<file path="config.mk">
export PLATFORM = sky130hd
export DESIGN_NAME = pm_add_pipe_flat
export DESIGN_NICKNAME = d
export VERILOG_FILES = /design/src/rtl/pm_add_pipe_if.sv /design/src/rtl/pm_add_pipe.sv /design/src/flat_wrapper.sv
export SDC_FILE = /design/constraint.sdc
export NUM_CORES = 1
export LEC_CHECK = 0
export CORE_AREA = 2 2 55 44
export DETAILED_ROUTE_END_ITERATION = 6
export DIE_AREA = 0 0 57 46
export GPL_TIMING_DRIVEN = 0
export PLACE_DENSITY = 0.78
export SLEW_MARGIN = 0
export SYNTH_ARGS = -nofsm -noshare
export SYNTH_HDL_FRONTEND = slang
export SYNTH_SLANG_ARGS = --single-unit
</file>
<file path="constraint.sdc">
create_clock -name clk -period 4.25 [get_ports clk]
set_input_delay 0.85 -clock clk [delete_from_list [all_inputs] [get_ports clk]]
set_output_delay 0.85 -clock clk [all_outputs]
set_load 0.05 [all_outputs]
</file>
<file path="src/rtl/pm_add_pipe_if.sv">
// pm_add_pipe_if: operand-in / result-out handshake bundle for the path-metric adder.
// Latency: none, wiring only.
// Backpressure: in_ready/out_ready carry the stall in each direction.
interface pm_add_pipe_if #(
    parameter int W  = 8,
    parameter int BW = 3
);
    logic          in_valid;
    logic          in_ready;
    logic [W-1:0]  pm;
    logic [BW-1:0] bm;
    logic          cin;
    logic          out_valid;
    logic          out_ready;
    logic [W-1:0]  sum;
    logic          ovf;

    // adder side
    modport slave (
        input  in_valid, pm, bm, cin, out_ready,
        output in_ready, out_valid, sum, ovf
    );

    // producer/consumer side
    modport master (
        output in_valid, pm, bm, cin, out_ready,
        input  in_ready, out_valid, sum, ovf
    );
endinterface

</file>
<file path="src/rtl/pm_add_pipe.sv">
// pm_add_pipe: pm + zero-extended bm + cin, carry chain cut into STAGES registered segments, wrap or saturate.
// Latency: STAGES cycles from the accepting edge to out_valid.
// Backpressure: single global advance; out_valid & !out_ready freezes every stage and drops in_ready.
module pm_add_pipe #(
    parameter int W      = 8,
    parameter int BW     = 3,
    parameter int STAGES = 2,
    parameter int SAT    = 0
) (
    input logic          clk,
    input logic          rst,
    pm_add_pipe_if.slave io
);
    // Bits per carry segment; trailing stages may own a short or empty segment.
    localparam int SEG = (W + STAGES - 1) / STAGES;

    // Per-stage registers: valid, carry-out, result bits finished so far, skewed operands.
    logic [STAGES-1:0] vld_q;
    logic [STAGES-1:0] cy_q;
    logic [W-1:0]      acc_q [STAGES];
    logic [W-1:0]      pmr_q [STAGES];
    logic [W-1:0]      bmr_q [STAGES];

    // What each stage sees at its input, and what it will register.
    logic [STAGES-1:0] src_vld;
    logic [STAGES-1:0] src_cy;
    logic [W-1:0]      src_pm  [STAGES];
    logic [W-1:0]      src_bm  [STAGES];
    logic [W-1:0]      src_acc [STAGES];
    logic [STAGES-1:0] cy_d;
    logic [W-1:0]      acc_d   [STAGES];

    logic adv;

    // Whole pipe moves together unless a finished result is being refused.
    assign adv         = !vld_q[STAGES-1] || io.out_ready;
    assign io.in_ready = adv;

    // Stage 0 takes the raw operands; later stages take their predecessor's registers.
    always_comb begin
        src_vld[0] = io.in_valid;
        src_cy[0]  = io.cin;
        src_pm[0]  = io.pm;
        src_bm[0]  = W'(io.bm);
        src_acc[0] = '0;
        for (int k = 1; k < STAGES; k++) begin
            src_vld[k] = vld_q[k-1];
            src_cy[k]  = cy_q[k-1];
            src_pm[k]  = pmr_q[k-1];
            src_bm[k]  = bmr_q[k-1];
            src_acc[k] = acc_q[k-1];
        end
    end

    // Ripple each stage's carry through the bits of its own segment only.
    always_comb begin
        logic c;
        c = 1'b0;
        for (int k = 0; k < STAGES; k++) begin
            acc_d[k] = src_acc[k];
            c        = src_cy[k];
            for (int b = 0; b < W; b++) begin
                if (b >= k * SEG && b < (k + 1) * SEG) begin
                    acc_d[k][b] = src_pm[k][b] ^ src_bm[k][b] ^ c;
                    c = (src_pm[k][b] & src_bm[k][b]) | (c & (src_pm[k][b] ^ src_bm[k][b]));
                end
            end
            cy_d[k] = c;
        end
    end

    // Pipeline registers: load on advance, otherwise hold; reset clears everything.
    always_ff @(posedge clk or posedge rst) begin
        if (rst) begin
            vld_q <= '0;
            cy_q  <= '0;
            for (int k = 0; k < STAGES; k++) begin
                acc_q[k] <= '0;
                pmr_q[k] <= '0;
                bmr_q[k] <= '0;
            end
        end else if (adv) begin
            vld_q <= src_vld;
            cy_q  <= cy_d;
            for (int k = 0; k < STAGES; k++) begin
                acc_q[k] <= acc_d[k];
                pmr_q[k] <= src_pm[k];
                bmr_q[k] <= src_bm[k];
            end
        end
    end

    // Carry out of the top segment is the overflow flag in both modes.
    assign io.out_valid = vld_q[STAGES-1];
    assign io.ovf       = cy_q[STAGES-1];
    assign io.sum       = (SAT != 0 && cy_q[STAGES-1]) ? {W{1'b1}} : acc_q[STAGES-1];
endmodule

</file>
<file path="src/flat_wrapper.sv">
// flat-port wrapper written by rule: the top's interface ports become plain ports
module pm_add_pipe_flat 
#(
    parameter int W      = 8,
    parameter int BW     = 3,
    parameter int STAGES = 2,
    parameter int SAT    = 0
)
  (clk, rst, io_in_valid, io_pm, io_bm, io_cin, io_out_ready, io_in_ready, io_out_valid, io_sum, io_ovf);
  pm_add_pipe_if #(.W(W), .BW(BW)) io_i ();
  input logic clk;
  input logic rst;
  input wire logic [$bits(io_i.in_valid)-1:0] io_in_valid;
  input wire logic [$bits(io_i.pm)-1:0] io_pm;
  input wire logic [$bits(io_i.bm)-1:0] io_bm;
  input wire logic [$bits(io_i.cin)-1:0] io_cin;
  input wire logic [$bits(io_i.out_ready)-1:0] io_out_ready;
  output wire logic [$bits(io_i.in_ready)-1:0] io_in_ready;
  output wire logic [$bits(io_i.out_valid)-1:0] io_out_valid;
  output wire logic [$bits(io_i.sum)-1:0] io_sum;
  output wire logic [$bits(io_i.ovf)-1:0] io_ovf;
  assign io_i.in_valid = io_in_valid;
  assign io_i.pm = io_pm;
  assign io_i.bm = io_bm;
  assign io_i.cin = io_cin;
  assign io_i.out_ready = io_out_ready;
  assign io_in_ready = io_i.in_ready;
  assign io_out_valid = io_i.out_valid;
  assign io_sum = io_i.sum;
  assign io_ovf = io_i.ovf;
  pm_add_pipe #(.W(W), .BW(BW), .STAGES(STAGES), .SAT(SAT)) u_core (.clk(clk), .rst(rst), .io(io_i));
endmodule
</file>
### After elaboration in Yosys (flattened, before gate mapping)

Cells that the tools add are included.

| storage, ports and cells | value |
|---|---|
| register bits | 24 |
| bits of input ports | 16 |
| output and inout bits | 11 |

| cells by class | value |
|---|---|
| bitwise operators | 25 |
| reductions and logical operators | 2 |

Operators by type and width:

| cell | count |
|---|---|
| 1-bit bitwise AND | 11 |
| 1-bit XOR | 11 |
| 1-bit bitwise OR | 3 |
| 1-bit zero test | 1 |
| 1-bit logical OR | 1 |

### Logic depth before layout (Yosys ltp)

| logic depth | value |
|---|---|
| word-level depth | 8 |
| gate-level depth with buffers | 7 |
| gate-level depth less buffers | 7 |

### Worst setup path before layout

OpenSTA, ideal clock, no wires.

| timing | value |
|---|---|
| path type | in2reg |
| start point | input port io_cin |
| end point | register u_core.acc_q, in the netlist u_core.acc_d[3] |
| library setup time | 125 ps |
| arrival time | 2351 ps |
| path slack | 1774 ps |
| stages on the path | 7 |
| path through | inv_1 > fa_1 > inv_1 > fa_1 > fa_1 > ha_1 > mux2_2 |

RTL lines:

| what | line | source |
|---|---|---|
| start: declaration | flat_wrapper.sv:16 | `input wire logic [$bits(io_i.cin)-1:0] io_cin;` |
| end signal: indexed assignment | pm_add_pipe.sv:86 | `acc_q[k] <= acc_d[k];` |
| end: declaration | pm_add_pipe.sv:20 | `logic [W-1:0] acc_q [STAGES];` |

### Worst setup path after layout

| timing | value |
|---|---|
| start point | input port io_out_ready |
| end point | output port io_in_ready |

| between the ends | value |
|---|---|
| longest elaborated chain between the ends | 1 |

RTL lines:

| what | line | source |
|---|---|---|
| start: declaration | flat_wrapper.sv:17 | `input wire logic [$bits(io_i.out_ready)-1:0] io_out_ready;` |
| 1-bit logical OR | pm_add_pipe.sv:36 | `assign adv = !vld_q[STAGES-1] \|\| io.out_ready;` |
| end: declaration | flat_wrapper.sv:18 | `output wire logic [$bits(io_i.in_ready)-1:0] io_in_ready;` |

No other way between the ends.

==> impl_metrics.py <==
metrics = {
    "drt": {
        "wl_met1_um": 686,
        "wl_um": 1530,
        "ant_nets": 0,
        "num_vias": 545,
        "wl_per_cell_um": 13.8,
        "drt_iter0_markers": 5,
        "met3_length_um": 147,
        "met2_length_um": 690,
        "drc": 0,
        "firstDrtPassIters": 4,
        "avgViaCountPerCell": 4.91,
        "highest_layer": "met4",
    },
    "grt": {
        "track_usage_pct": 13.7,
        "grt_antenna_before_repair": 0,
        "grt_pass1_wl_um": 2560,
        "grt_pass1_vias": 560,
        "grt-ovfl-total": 0,
        "grt_max_degree": 21,
    },
    "sta": {
        "fmax_ghz": 0.301,
        "tns_ns": 0,
        "tightest_slew_ns": 0.740,
        "relSlewSlack_pct": 50.6,
        "rsz0062_at_grt": "false",
        "fin_skew_ns": 0.00181,
        "drv_slew": 0,
        "hold_violations": 0,
        "finalCritPeriodShare_pct": 78.3,
        "period_minus_slack_ns": 3.33,
        "finalSetupViolations": 0,
    },
    "clocking": {
        "cts_buffers": 3,
        "path_clk_slew_ns": 0.10,
        "htreeDepth": 1,
        "clock-sinks": 20,
        "worstSkewPairLatency_ns": 0.29,
        "cts_setup_buffers": 0,
        "ctsHoldBuffers": 0,
        "cts_tree": "yes",
        "cts_buffer_depth": 2,
        "ctsResizeCount": 0,
        "root_buffer": "clkbuf_4",
    },
    "placed_design": {
        "gp_congestion": 0.645,
        "port_buffers": 26,
        "placed_cells": 108,
        "dp_hpwl_um": 1150,
    },
    "synthesis": {
        "synth_cells": 57,
        "syn_avg_cell_area_um2": 16.9,
        "syn-cell-area_um2": 963,
        "ys_seq_area_share_pct": 51.9,
        "ys_ff_latch": 20,
        "synth.distinct_cells": 11,
        "synth_warnings": 0,
        "syn-num-nets": 81,
    },
    "hold_path": {
        "hold_path_startpoint": "u_core.vld_q[0]$_DFFE_PP0P_",
        "hold_path.class": "reg -> reg",
        "hold_depth": 1,
        "min_to": "u_core.vld_q[1]$_DFFE_PP0P_",
    },
    "power_and_ir_drop": {
        "power_uw": 588,
        "peakVddDrop_mv": 0.311,
        "p_leak_nw": 0.619,
        "power_density_mw_per_mm2": 460,
    },
    "critical_path": {
        "r2r_cells": 5,
        "cp-start-kind": "primary input",
        "crit_fanout": 10,
        "r2r_slack_ns": 2.66,
        "critPathArrivalTime_ns": 2.48,
        "r2r_end": "u_core.io.sum[7]$_DFFE_PP0P_",
        "r2r-start": "u_core.pmr_q[12]$_DFFE_PP0P_",
        "timing_worst_setup_path_type": "in -> out",
        "cp.required_ns": 3.40,
        "end_kind": "primary output",
    },
    "status": {
        "outcome": "finished clean",
    },
    "die": {
        "top_level_ports": 27,
        "start_util_pct": 45.0,
        "die_area_mm2": 0.00262,
        "fp.dieW_um": 57,
        "core_mm2": 0.00214,
        "rows": 15,
        "fp.dieH_um": 46,
    },
    "layout": {
        "drive_gt1_share_pct": 27.9,
        "seq_area_um2": 500,
        "antenna_cells": 0,
        "multiInputGateArea_um2": 422,
        "final_cells": 111,
        "syn_to_final_growth_pct": 32.6,
        "fillers": 183,
        "nNetsFinal": 112,
    },
    "flow_run": {
        "drv_cap": 0,
    },
}
==> cells in the final DEF (no fill, tap or decap), drive strengths merged <==
| master | netlist | layout |
|---|---|---|
| mux2 | 18 | 18 |
| clkbuf | 0 | 3 |
| nand2b | 2 | 2 |
| inv | 5 | 5 |
| clkdlybuf4s50 | 0 | 26 |
| dfrtp | 20 | 20 |
| ha | 5 | 5 |
| nor3b | 1 | 1 |
| buf | 2 | 2 |
| a21oi | 1 | 1 |
| fa | 3 | 3 |
==> final cells by class <==
class                   count  share of cell area [%]
repair buffers             26                    20.4
multi-input cells          30                    33.0
clock buffers               3                    1.76
flip-flops and latches     20                    39.2
plain buffers               2                    1.76
well taps                  25                    2.45
inverters                   5                    1.47
==> how the worst max path moves through the flow <==
stage	from	endpoint	slack, ns
after floorplan	io_cin	u_core.acc_d[3]$_DFFE_PP0P_	1.77
after global placement	io_out_ready	io_in_ready	0.93
after detailed placement	io_out_ready	io_in_ready	0.91
after CTS	io_out_ready	io_in_ready	0.91
after global routing	io_out_ready	io_in_ready	0.89
final	io_out_ready	io_in_ready	0.92
==> cells in the mapped netlist, drive strengths merged <==
cell | n | area, µm²
dfrtp | 20 | 500
mux2 | 18 | 267
a21oi | 1 | 5.00
nand2b | 2 | 20.0
inv | 5 | 18.8
fa | 3 | 60.1
ha | 5 | 62.6
nor3b | 1 | 7.51
buf | 2 | 22.5
==> through the flow <==
step | area [µm²] | util (%) | setup slack [ns] | hold slack, ns
3_5_place_dp | 1250 | 58.7 | 0.913 | 0.470
2_1_floorplan | 963 | - | 1.77 | 0.435
4_1_cts | 1280 | 59.7 | 0.907 | 0.498
5_1_grt | 1280 | 59.7 | 0.888 | 0.527
3_3_place_gp | 1250 | 58.7 | 0.930 | 0.451
6_report | 1280 | 59.7 | 0.922 | 0.497
==> critical path, cell delays in order <==
cell,delay (ns)
clkdlybuf4s50_1,0.48
nand2b_4,0.15
buf_6,0.17
clkdlybuf4s50_1,0.83
==> routing by layer <==
metal | vias up | track usage (%)
li1 | 249 | -
met1 | 269 | 17.6
met2 | 25 | 20.5
met3 | 2 | 7.95
met4 | 0 | 2.79
met5 | - | 0
==> cell families (layout without fill, tap and decap cells) <==
group                    count (synthesis)  after routing  synth area share, %
AND/OR/NAND/NOR                          3              3                 2.86
adder cells (fa/ha/maj)                  8              8                 12.7
AO/OA/AOI/OAI                            1              1                0.519
multiplexers                            18             18                 27.7
flip-flops                              20             20                 51.9
buffers and inverters                    7             36                 4.29
==> state kept, by name, indices dropped and copies added, names as in the netlist <==
name	cells
u_core.pmr_q	4
u_core.vld_q	2
u_core.io.sum	8
u_core.acc_d	4
u_core.cy_q	2
==> report_power, final <==
group	switching [mW]	internal [mW]	total, mW
clock	0.0544	0.0330	0.0874
combinational	0.131	0.116	0.248
sequential	0.0231	0.230	0.253
total	0.209	0.379	0.588
(Power assumes the default switching activity.)
